[src/rtl/sq_qpn_scheduler.sv]
// Round-robin scheduler that funnels several doorbell sources (host doorbell,
// retransmit, timer requeue, ...) into the single QPN input of the SQ metadata
// pipeline. The winning QPN is registered into a one-entry output slot. A
// credit counter caps how many QPNs are in flight through context/MR fetch.
module sq_qpn_scheduler #(
  parameter int REQ_NUM      = 4,
  parameter int MAX_INFLIGHT = 8,
  parameter int CNT_W        = $clog2(MAX_INFLIGHT + 1)
) (
  input  logic                  clk,
  input  logic                  rst,
  input  logic                  sched_enable,
  input  logic [REQ_NUM-1:0]    req_valid,
  input  logic [REQ_NUM*24-1:0] req_qpn,
  output logic [REQ_NUM-1:0]    req_ready,
  output logic                  qpn_valid,
  output logic [23:0]           qpn_data,
  input  logic                  qpn_ready,
  input  logic                  meta_done,
  output logic [CNT_W-1:0]      inflight_cnt,
  output logic                  credit_err
);

  localparam int               PTR_W   = (REQ_NUM > 1) ? $clog2(REQ_NUM) : 1;
  localparam logic [CNT_W-1:0] MAX_CNT = CNT_W'(MAX_INFLIGHT);
  localparam logic [PTR_W-1:0] LAST_IX = PTR_W'(REQ_NUM - 1);

  // The output slot is either holding a QPN for the metadata processor or not.
  typedef enum logic {
    SLOT_EMPTY = 1'b0,
    SLOT_FULL  = 1'b1
  } slot_state_t;

  slot_state_t      slot_state;
  logic [PTR_W-1:0] rr_ptr;
  logic [PTR_W-1:0] winner;
  logic [PTR_W-1:0] cand;
  logic [PTR_W-1:0] next_ptr;
  logic             found;
  logic             any_valid;
  logic             slot_open;
  logic             credit_ok;
  logic             grant;
  logic [23:0]      qpn_array [REQ_NUM];

  // Unpack the flat QPN bus into one 24-bit lane per requester.
  generate
    for (genvar gi = 0; gi < REQ_NUM; gi++) begin : g_unpack
      assign qpn_array[gi] = req_qpn[24*gi +: 24];
    end
  endgenerate

  // Pick the first valid requester at or above rr_ptr, wrapping at REQ_NUM-1.
  always_comb begin
    winner = '0;
    cand   = '0;
    found  = 1'b0;
    for (int k = 0; k < REQ_NUM; k++) begin
      cand = PTR_W'((int'(rr_ptr) + k) % REQ_NUM);
      if (!found && req_valid[cand]) begin
        found  = 1'b1;
        winner = cand;
      end
    end
  end

  assign any_valid = |req_valid;
  // The slot can take a new QPN if empty, or if it is being drained right now.
  assign slot_open = (slot_state == SLOT_EMPTY) || qpn_ready;
  // Credit check done at counter width; count can never exceed MAX_CNT.
  assign credit_ok = (inflight_cnt < MAX_CNT);
  // rst gates the grant so req_ready stays low while reset is held.
  assign grant     = rst && sched_enable && slot_open && credit_ok && any_valid;
  assign next_ptr  = (winner == LAST_IX) ? '0 : winner + PTR_W'(1);

  // One-hot accept toward the winning requester only.
  generate
    for (genvar gi = 0; gi < REQ_NUM; gi++) begin : g_ready
      assign req_ready[gi] = grant && (winner == PTR_W'(gi));
    end
  endgenerate

  assign qpn_valid = (slot_state == SLOT_FULL);

  // Output slot FSM: load on grant, release on accept without a refill.
  always_ff @(posedge clk or negedge rst) begin
    if (!rst) begin
      slot_state <= SLOT_EMPTY;
      qpn_data   <= '0;
    end else begin
      case (slot_state)
        SLOT_EMPTY: begin
          if (grant) begin
            slot_state <= SLOT_FULL;
            qpn_data   <= qpn_array[winner];
          end
        end
        SLOT_FULL: begin
          if (grant) begin
            slot_state <= SLOT_FULL;
            qpn_data   <= qpn_array[winner];
          end else if (qpn_ready) begin
            slot_state <= SLOT_EMPTY;
          end
        end
        default: slot_state <= SLOT_EMPTY;
      endcase
    end
  end

  // Advance the round-robin pointer past the winner only when a grant happens.
  always_ff @(posedge clk or negedge rst) begin
    if (!rst) begin
      rr_ptr <= '0;
    end else if (grant) begin
      rr_ptr <= next_ptr;
    end
  end

  // Credit accounting: grants consume, meta_done returns; underflow is flagged.
  always_ff @(posedge clk or negedge rst) begin
    if (!rst) begin
      inflight_cnt <= '0;
      credit_err   <= 1'b0;
    end else if (meta_done && (inflight_cnt == '0)) begin
      // A return with nothing outstanding is a protocol error; count holds at 0.
      credit_err <= 1'b1;
    end else if (grant && !meta_done) begin
      inflight_cnt <= inflight_cnt + CNT_W'(1);
    end else if (!grant && meta_done) begin
      inflight_cnt <= inflight_cnt - CNT_W'(1);
    end
  end

endmodule

[config.mk]
export PLATFORM = sky130hd
export DESIGN_NAME = sq_qpn_scheduler
export DESIGN_NICKNAME = d
export VERILOG_FILES = /design/src/rtl/sq_qpn_scheduler.sv
export SDC_FILE = /design/constraint.sdc
export NUM_CORES = 1
export LEC_CHECK = 0
export ABC_AREA = 1
export CAP_MARGIN = 5
export CORE_MARGIN = 1.5
export CORE_UTILIZATION = 42
export CTS_CLUSTER_SIZE = 30
export DETAILED_ROUTE_END_ITERATION = 10
export GPL_TIMING_DRIVEN = 1
export PLACE_DENSITY = 0.8
export SLEW_MARGIN = 20
export SYNTH_ARGS = -nofsm -noshare
export SYNTH_HDL_FRONTEND = slang
export SYNTH_SLANG_ARGS = --single-unit
[constraint.sdc]
create_clock -name clk -period 3.5 [get_ports clk]
set_input_delay 0.525 -clock clk [delete_from_list [all_inputs] [get_ports clk]]
set_output_delay 0.525 -clock clk [all_outputs]
set_load 0.02 [all_outputs]
==> flow_summary.yaml <==
critical_path:
  crit_required_ns: 2.97
  crit_chain: "clkdlybuf4s50_1 -> inv_1 -> nand2_1 -> nand2_1 -> nor2_1 -> nor2_4 -> nand3_1 -> nand3_2 -> nand2_4 -> ha_1 -> inv_1 -> nor2_1 -> clkdlybuf4s50_1"
  critPathMaxFanout: 5
  cp_slowest_stage_delay_ns: 0.61
  r2r_cells: 12
  path_buf_inv: 4
  r2r-end: "inflight_cnt[3]"
  cp_top_family: "buffers and inverters"
  reg2reg_from: "qpn_valid"
  arrival_ns: 2.73
  crit_path_end_kind: "output pin"
  startpoint_type: "input pin"
  crit_slowest_cell: "clkdlybuf4s50_1"
  crit_type: "in -> out"
  r2r_setup_slack_ns: 0.81
grt:
  met1_usage_pct: 31.09
  grt_pass1_wl_mm: 14.53
  grt_busiest_layer: "met2"
  grt_pass1_vias: 3170
  grt_util_met2_pct: 40.80
  grt-ovfl-total: 0
  antenna_found_initial: 0
  grt.total_usage_pct: 24.41
  met3_usage_pct: 6.161
  grt_max_degree: 49
synthesis:
  syn-num-nets: 613
  yosysMostFrequentCell: "nand2_1"
  synth_warnings: 0
  synth_enable_flop_cells: 0
  synth.largest_area_cell: "dfrtp_1"
  ys_top_cells_by_count: "181 x nand2_1, 114 x inv_1, 98 x nand3_1"
  synth_top_area_share_pct: 26.92
  synth.cell_area_sq_mm: 0.002974
  synthArstFlopShare_pct: 100.0
  avgSynthCellArea_sq_um: 5.948
  synth-seq-area-share_pct: 26.92
  syn_inst: 500
  synth_seq_cells: 32
  yosys-top-cells-area: "dfrtp_1 27%, nand2_1 23%, nand3_1 16%, inv_1 14%, ha_1 2.9%"
  synth.distinct_cells: 30
  yosys_most_used_dff: "dfrtp_1"
sta:
  relSlewSlack_pct: 49.85
  hold_viol: 0
  whs_ns: 0.3254
  slew_violations: 0
  min_period_over_period_pct: 93.12
  rsz0062_at_grt: "no"
  skew_ns: 0.008721
  fmax_mhz: 306.8
  fin_crit_ns: 3.259
  setup_tns_ns: 0
  setup_viol: 0
  worstMarginPinSlew_ns: 0.7466
floorplanning:
  core-area_sq_mm: 0.006832
  start_util_pct: 43.53
  io_pins: 139
  rows: 30
  die_area_sq_mm: 0.007595
  fp.dieW_um: 87.15
  die_y_um: 87.15
clock_network:
  h-tree-depth: 2
  cts_tree: "done"
  cts_buffers: 5
  cts-root-buf: "clkbuf_8"
  cts.sinks: 32
  worstSkewPairLatency_ns: 0.29
  cts_resized: 0
  post-cts-setup-buffers: 0
  clkTransAtPathRegs_ns: 0.06
  clockBufferDepth: 2
  postCtsHoldBufs: 0
drt:
  drcViolationCount: 0
  wl_mm: 8.721
  avgViaCountPerCell: 4.625
  dr.pass1.iters: 5
  vias: 3358
  drt_iter0_drc: 156
  wl_per_cell_um: 12.01
  ant_nets: 0
finish:
  area_growth_pct: 50.78
  n_antenna_cell: 0
  fin_area_sq_mm: 0.004484
  drive_above_1_share_pct: 6.190
  finalNetCount: 743
  utilization_pct: 65.64
pwr:
  powerDensity_mw_per_mm2: 904.6
  worst_ir_drop_vdd_mv: 0.5141
  p_leak_uw: 0.002499
hold_path:
  hp-class: "in -> async"
placed_design:
  dp_hpwl_mm: 6.627
  place_congestion: 0.8824
  port_buffers: 138
  placed_area_sq_mm: 0.004388
run:
  cap_violations: 0
outcome:
  status: "completed"
[cell families (layout without fill, tap and decap cells)]
group / Yosys count / count (layout) / synth area share (%)
flops: 32 / 32 / 26.92
compound gates: 8 / 8 / 1.430
simple gates: 307 / 307 / 46.70
xor+xnor: 2 / 2 / 0.5891
buf+inv: 143 / 273 / 20.74
fa+ha+maj: 8 / 8 / 3.618
[metrics by stage]
stage	cells	worst slack, ns	total power [uW]
3_5_place_dp	719	0.2201	3742
4_1_cts	726	0.2272	4069
6_report	726	0.2409	4057
5_1_grt	726	0.05415	4474
2_1_floorplan	500	0.7492	2936
3_3_place_gp	719	0.2946	3673
[placed cells by master (no fill, tap or decap), drive strengths merged]
| master | n |
|---|---|
| xor2 | 1 |
| nand4 | 2 |
| clkdlybuf4s50 | 137 |
| xnor2 | 1 |
| nand3 | 102 |
| o21ai | 6 |
| ha | 7 |
| fa | 1 |
| nor4 | 2 |
| nand2 | 190 |
| dfrtp | 32 |
| nor2 | 10 |
| nor3 | 1 |
| clkbuf | 7 |
| inv | 118 |
| a211oi | 1 |
| buf | 11 |
| a21oi | 1 |
[power by group]
group	leakage (uW)	switching [uW]	internal [uW]
combinational	0.00205	1880	1190
sequential	0.000397	143	536
clock	0.0000503	137	175
total	0.00250	2160	1900
[flip-flops by register name (all words and copies together), names as in the netlist]
name,cells
inflight_cnt,4
qpn_data,24
credit_err,1
rr_ptr,2
qpn_valid,1
[routing by layer]
metal	share of wire (%)	vias to the layer above
li1	-	1747
met1	44	1485
met2	48	106
met3	6.2	20
met4	2.2	0
met5	0	-
[final cells by class]
cell class                 instances  area, sq um
fill                             637         2347
multi-input combinational        325         1565
timing repair buffer             148         1451
sequential                        32        800.8
inverter                         118        450.4
tap                               96        120.1
clock buffer                       7        96.34
[worst max path at each step]
stage / slack [ns] / depth (start not counted) / to / from
5_1_grt: 0.05 / 6 / req_ready[1] / qpn_ready
2_1_floorplan: 0.75 / 13 / inflight_cnt[3] / qpn_valid
6_report: 0.24 / 13 / req_ready[1] / req_valid[3]
3_3_place_gp: 0.29 / 13 / req_ready[1] / req_valid[3]
4_1_cts: 0.23 / 6 / req_ready[1] / qpn_ready
3_5_place_dp: 0.22 / 12 / inflight_cnt[3] / qpn_ready
Note: power is estimated with default switching activity, not from simulation.
